[src/rtl/fetch_pkg.sv]
// Shared helpers for the instruction-fetch front end.
// The fetch entry layout depends on the top-level widths, so it is declared inside fetch_unit.
package fetch_pkg;

  // PC advance per fetched word, in bytes.
  function automatic int unsigned word_bytes(input int unsigned data_width);
    return data_width / 8;
  endfunction

endpackage

[src/rtl/sync_fifo.sv]
// Synchronous FIFO with flush. Push on a full FIFO is accepted when a pop happens in the same cycle.
// The head word is read combinationally from registered storage.
module sync_fifo #(
  parameter int WIDTH = 8,
  parameter int DEPTH = 4,
  parameter int CW    = $clog2(DEPTH + 1)
) (
  input  logic             clk,
  input  logic             rst_n,
  input  logic             i_push,
  input  logic             i_pop,
  input  logic             i_flush,
  input  logic [WIDTH-1:0] i_din,
  output logic [WIDTH-1:0] o_dout,
  output logic [CW-1:0]    o_count,
  output logic             o_full,
  output logic             o_empty
);

  localparam int PW = (DEPTH > 1) ? $clog2(DEPTH) : 1;

  logic [WIDTH-1:0] r_mem [DEPTH];
  logic [PW-1:0]    r_rptr;
  logic [PW-1:0]    r_wptr;
  logic [CW-1:0]    r_count;
  logic             w_push;
  logic             w_pop;

  function automatic logic [PW-1:0] ptr_next(input logic [PW-1:0] p);
    return (p == PW'(DEPTH - 1)) ? '0 : p + 1'b1;
  endfunction

  assign o_empty = (r_count == '0);
  assign o_full  = (r_count == CW'(DEPTH));
  assign w_pop   = i_pop && !o_empty;
  assign w_push  = i_push && (!o_full || w_pop);

  always_ff @(posedge clk or negedge rst_n) begin
    if (!rst_n) begin
      r_rptr  <= '0;
      r_wptr  <= '0;
      r_count <= '0;
    end else if (i_flush) begin
      r_rptr  <= '0;
      r_wptr  <= '0;
      r_count <= '0;
    end else begin
      if (w_push) r_wptr <= ptr_next(r_wptr);
      if (w_pop)  r_rptr <= ptr_next(r_rptr);
      r_count <= r_count + CW'(w_push) - CW'(w_pop);
    end
  end

  // Storage carries no reset; consumers gate the head word with empty.
  always_ff @(posedge clk) begin
    if (w_push && !i_flush) r_mem[r_wptr] <= i_din;
  end

  assign o_dout  = r_mem[r_rptr];
  assign o_count = r_count;

endmodule

[src/rtl/fetch_unit.sv]
// Instruction-fetch front end: sequential word requests with bounded outstanding count,
// in-order responses tagged with their PC and queued for decode; redirect flushes and discards.
module fetch_unit
  import fetch_pkg::*;
#(
  parameter int                    ADDR_WIDTH      = 32,
  parameter int                    DATA_WIDTH      = 32,
  parameter int                    MAX_OUTSTANDING = 4,
  parameter int                    BUF_DEPTH       = 4,
  parameter logic [ADDR_WIDTH-1:0] RESET_PC        = 32'h8000_0000
) (
  input  logic                  clk,
  input  logic                  rst,
  output logic [ADDR_WIDTH-1:0] mem_req_addr,
  output logic                  mem_req_valid,
  input  logic                  mem_req_ready,
  input  logic [DATA_WIDTH-1:0] mem_resp_data,
  input  logic                  mem_resp_valid,
  output logic                  mem_resp_ready,
  input  logic                  redirect_valid,
  input  logic [ADDR_WIDTH-1:0] redirect_pc,
  output logic                  out_valid,
  output logic [ADDR_WIDTH-1:0] out_pc,
  output logic [DATA_WIDTH-1:0] out_data,
  input  logic                  out_ready,
  output logic                  busy
);

  localparam int IW = $clog2(MAX_OUTSTANDING + 1);
  localparam int BW = $clog2(BUF_DEPTH + 1);
  localparam logic [ADDR_WIDTH-1:0] PC_INCR = ADDR_WIDTH'(word_bytes(DATA_WIDTH));

  typedef struct packed {
    logic [ADDR_WIDTH-1:0] pc;
    logic [DATA_WIDTH-1:0] data;
  } fetch_entry_t;

  logic [ADDR_WIDTH-1:0] r_pc;
  logic [IW-1:0]         r_inflight;
  logic [IW-1:0]         r_discard;

  logic                  w_req_valid;
  logic                  w_req_fire;
  logic                  w_resp;
  logic                  w_resp_keep;
  logic                  w_out_pop;
  logic [31:0]           w_occupancy;
  logic [ADDR_WIDTH-1:0] w_pcq_pc;
  logic [IW-1:0]         w_pcq_count;
  logic                  w_pcq_full;
  logic                  w_pcq_empty;
  fetch_entry_t          w_buf_din;
  fetch_entry_t          w_buf_dout;
  logic [BW-1:0]         w_buf_count;
  logic                  w_buf_full;
  logic                  w_buf_empty;

  // Live in-flight words plus buffered words must fit the buffer, so responses never stall.
  assign w_occupancy = 32'(r_inflight) - 32'(r_discard) + 32'(w_buf_count);
  assign w_req_valid = rst && !redirect_valid
                    && (32'(r_inflight) < MAX_OUTSTANDING)
                    && (w_occupancy < BUF_DEPTH);
  assign w_req_fire  = w_req_valid && mem_req_ready;

  // A response with nothing in flight is a protocol error and is ignored.
  assign w_resp      = mem_resp_valid && (r_inflight != '0);
  assign w_resp_keep = w_resp && (r_discard == '0) && !redirect_valid;
  assign w_out_pop   = !w_buf_empty && out_ready && !redirect_valid;
  assign w_buf_din   = '{pc: w_pcq_pc, data: mem_resp_data};

  always_ff @(posedge clk or negedge rst) begin
    if (!rst) begin
      r_pc       <= RESET_PC;
      r_inflight <= '0;
      r_discard  <= '0;
    end else begin
      if (redirect_valid)  r_pc <= redirect_pc;
      else if (w_req_fire) r_pc <= r_pc + PC_INCR;
      r_inflight <= r_inflight + IW'(w_req_fire) - IW'(w_resp);
      // Everything still in flight at a redirect is stale, except a response consumed this cycle.
      if (redirect_valid)
        r_discard <= r_inflight - IW'(w_resp);
      else if (w_resp && (r_discard != '0))
        r_discard <= r_discard - 1'b1;
    end
  end

  sync_fifo #(
    .WIDTH (ADDR_WIDTH),
    .DEPTH (MAX_OUTSTANDING),
    .CW    (IW)
  ) u_pc_queue (
    .clk     (clk),
    .rst_n   (rst),
    .i_push  (w_req_fire),
    .i_pop   (w_resp),
    .i_flush (1'b0),
    .i_din   (r_pc),
    .o_dout  (w_pcq_pc),
    .o_count (w_pcq_count),
    .o_full  (w_pcq_full),
    .o_empty (w_pcq_empty)
  );

  sync_fifo #(
    .WIDTH ($bits(fetch_entry_t)),
    .DEPTH (BUF_DEPTH),
    .CW    (BW)
  ) u_fetch_buf (
    .clk     (clk),
    .rst_n   (rst),
    .i_push  (w_resp_keep),
    .i_pop   (w_out_pop),
    .i_flush (redirect_valid),
    .i_din   (w_buf_din),
    .o_dout  (w_buf_dout),
    .o_count (w_buf_count),
    .o_full  (w_buf_full),
    .o_empty (w_buf_empty)
  );

  assign mem_req_addr   = r_pc;
  assign mem_req_valid  = w_req_valid;
  assign mem_resp_ready = rst;
  assign out_valid      = !w_buf_empty;
  assign out_pc         = w_buf_empty ? '0 : w_buf_dout.pc;
  assign out_data       = w_buf_empty ? '0 : w_buf_dout.data;
  assign busy           = (r_inflight != '0);

  a_resp_inflight: assert property (@(posedge clk) disable iff (!rst)
    mem_resp_valid |-> (r_inflight != '0))
    else $error("fetch_unit: response with nothing in flight");

  a_pcq_track: assert property (@(posedge clk) disable iff (!rst)
    (w_pcq_count == r_inflight) && !(w_req_fire && w_pcq_full) && !(w_resp && w_pcq_empty))
    else $error("fetch_unit: PC queue out of step with in-flight count");

  a_buf_room: assert property (@(posedge clk) disable iff (!rst)
    w_resp_keep |-> (!w_buf_full || w_out_pop))
    else $error("fetch_unit: fetch buffer overflow");

endmodule

[config.mk]
export PLATFORM = sky130hd
export DESIGN_NAME = fetch_unit
export DESIGN_NICKNAME = d
export VERILOG_FILES = /design/src/rtl/fetch_pkg.sv /design/src/rtl/sync_fifo.sv /design/src/rtl/fetch_unit.sv
export SDC_FILE = /design/constraint.sdc
export NUM_CORES = 1
export LEC_CHECK = 0
export BUFFER_PORTS_ARGS = -buffer_cell sky130_fd_sc_hd__buf_2
export CAP_MARGIN = 20
export CORE_ASPECT_RATIO = 0.75
export CORE_MARGIN = 4
export CORE_UTILIZATION = 39
export CTS_CLUSTER_SIZE = 14
export DETAILED_ROUTE_END_ITERATION = 12
export GPL_ROUTABILITY_DRIVEN = 1
export PLACE_DENSITY = 0.62
export SLEW_MARGIN = 20
export SYNTH_ARGS = -nofsm -noshare
export SYNTH_HDL_FRONTEND = slang
export SYNTH_SLANG_ARGS = --single-unit
[constraint.sdc]
create_clock -name clk -period 5.35 [get_ports clk]
set_clock_uncertainty 0.1 [all_clocks]
set_input_delay 0.2675 -clock clk [delete_from_list [all_inputs] [get_ports clk]]
set_output_delay 0.2675 -clock clk [all_outputs]
set_load 0.01 [all_outputs]
==> results.md <==
* Cell row count at 67
* 1st-pass router iterations at 4
* # clock sinks at ~440
* CTS tree: done
* WS Path Type: register to register
* Ratio of cells with drive above 1 in the final layout at ~31%
* Status: finished, final reports clean
* Port bufs at 169
* Antenna Diode Count at 0
* Hold Path Class: input pin to register
* Syn Inst Count at 932
* Final Worst Setup Slack at around 0.85 ns
* Number of synthesized flops with an enable pin at roughly 380
* # IOs at 170
* Crit Path Max Fanout at 36
* Endpoint type of the worst setup path: register
* Clk pin slew, worst setup/hold paths at 0.06 ns
* Crit share post-route at between 80% and 90%
* Total CTS buffers at 44
* Largest net degree at the start of global routing at 68
* Maximum vdd drop at around 280 µV
* Post-Syn Nets at just over 1000
* # resized after CTS at 0
* WL final at around 40 mm
* Slew Limit Fails at 0
* Synth Cell Area at 17600 µm²
* Pwr dens at 448 nW/µm²
* Avg Cell Area, Syn at 18.9 µm²
* GRT overflow at 0
* Ys flop type: edfxtp_1
* Fmax at between 200 and 250 MHz
* Nets at 1292
* Initial Util at about 40%
* DRC Markers at 0
* Initial antenna violation count at 0
* Most frequent cells in the layout: 384 x edfxtp_1, 169 x buf_2, 96 x mux4_2
* Via Count at approximately 9400
* Hold-fix buffers, CTS at 66
* Htree depth at 2
* Clock latency on the worst-skew pair at approximately 0.54 ns
* Yosys warnings at 0
* Post-route total power at ~9.5 mW
* GRT Overall Usage at 16.2%
* Vias/cell at just over 5
* Critical path startpoint category: register
* Dpl ws at approximately 0.84 ns
* Global-route wire length before repair at 59.7 mm
* Postcts setup bufs at 0
* HPWL after DPL at about 24 mm
* Vias in the first global route at a little under 10000
* Final core occ at between 40% and 50%
* Final ANT Viol Nets at 0
* Total negative slack at 0 ns
* Die area at about 49000 µm²
* Gpl congestion at around 0.79
* Synth cell types at approximately 60
* Max cap viols at 0
* Crit path time final at 4.50 ns
* Most common cell after layout, fill and taps aside: edfxtp_1
* Async set or reset register ratio after synthesis at a little under an eighth
* Register area share after synthesis at between 70% and 80%
* Clk root buf: clkbuf_16
* CP Data Arrival Time at around 4.7 ns
* Setup Viol. Count Final at 0
* Slew headroom at between 30% and 40%
* Initial drt markers at about 800
* Leakage at between 7 and 8 nW
* Worst Tran Pin Value at just under 1 ns
* Width of the die at between 200 and 300 µm
* Clk buf depth at 3
* P&R area growth vs syn at 20.6%
* Final Hold Vio Count at 0
* Die height at between 150 and 200 µm
* CP Data Required Time at 5.50 ns
* Synth Register Bits at approximately 440
* Avg WL per Cell at about 22 µm
* Filler Cell Count at 3757
* RSZ-0062 raised after global routing: false
* Core area at 44700 µm²
## cells in the mapped netlist, types with 7 or more instances
master	instances	area share (%)
a21o_1	7	0.30
a21oi_1	10	0.28
a221o_1	10	0.57
and2_1	72	2.6
and3_1	7	0.25
buf_1	7	0.15
buf_2	9	0.26
clkbuf_1	23	0.49
dfrtp_1	51	7.2
edfxtp_1	384	65
ha_1	27	1.9
inv_1	34	0.72
mux4_2	96	12
nand2_1	31	0.66
nand3_1	17	0.48
nor2_1	21	0.45
nor3_1	11	0.31
o21ai_0	19	0.54
or3_1	8	0.28
xnor2_1	10	0.50
## registers in the layout, summed over array words and instances (netlist names)
register / count
mem_req_addr: 32
r_discard: 3
r_inflight: 3
u_fetch_buf.o_count: 3
u_fetch_buf.r_mem: 256
u_fetch_buf.r_rptr: 2
u_fetch_buf.r_wptr: 2
u_pc_queue.o_count: 3
u_pc_queue.r_mem: 128
u_pc_queue.r_rptr: 2
u_pc_queue.r_wptr: 2
## stage by stage
stage | instances | area, µm² | hold slack (ns)
6_report | 1812 | 21200 | 0.185
5_1_grt | 1812 | 21200 | 0.202
4_1_cts | 1812 | 21200 | 0.159
3_5_place_dp | 1665 | 19200 | 0.382
3_3_place_gp | 1665 | 19200 | 0.380
2_1_floorplan | 932 | 17600 | -0.128
## cell families (layout without fill, tap and decap cells)
family                     Yosys count  in the layout  synth area share, %
DFF                                436            436                 72.9
and+or+nand+nor                    185            185                 5.88
muxes                              103            103                 12.7
AOI/OAI and AO/OA                   91             91                 3.92
buffers and inverters               75            369                 1.68
adders and majority gates           31             31                 2.37
xor gates and xnor gates            11             11                0.547
## critical path: stages, from the launching register on
cell	delay (ns)
dfrtp_1	0.39
inv_1	0.09
ha_1	0.17
inv_1	0.06
fa_1	0.37
xor2_1	0.24
ha_1	0.30
and4b_1	0.22
a2bb2oi_1	0.14
a41o_4	0.29
nor2_8	0.28
inv_2	0.34
a31oi_2	0.41
and2_2	0.54
buf_4	0.28
## layout make-up
cell class / instances / area [µm²] / area share [%]
Clock buffer: 62 / 1200 / 5.66
Clock inverter: 19 / 183 / 0.860
Inverter: 35 / 131 / 0.618
Multi-Input combinational cell: 421 / 4500 / 21.2
Sequential cell: 436 / 12800 / 60.5
Tap cell: 586 / 733 / 3.45
Timing Repair Buffer: 253 / 1650 / 7.79
## worst paths after layout
kind | start | end | slack (ns) | cells past startpoint
max in group asynchronous | rst | u_fetch_buf.r_rptr[0] | 4.21 | 3
worst max register to register | r_inflight[0] | u_pc_queue.r_mem[3][10] | 0.85 | 14
worst min-delay path | mem_req_ready | mem_req_addr[31] | 0.19 | 5
worst max-delay path | r_inflight[0] | u_pc_queue.r_mem[3][10] | 0.85 | 14
min in group asynchronous | rst | mem_req_addr[4] | 0.34 | 3
worst min register to register | r_inflight[0] | r_inflight[0] | 0.43 | 1
## power by group
group          leakage, nW  internal, mW  switching, mW
clock network        0.672          1.72           1.24
logic                 2.75          1.04           1.19
registers             4.09          4.07          0.259
## per-layer routing
metal  up-vias  global-route usage (%)  routed length (µm)
li1       4230                       -                   -
met2       266                    25.3               18000
met4         0                    3.97                 841
met1      4830                    23.7               18100
met5         -                       0                   0
met3        55                    3.15                2340
(Power assumes the default switching activity.)
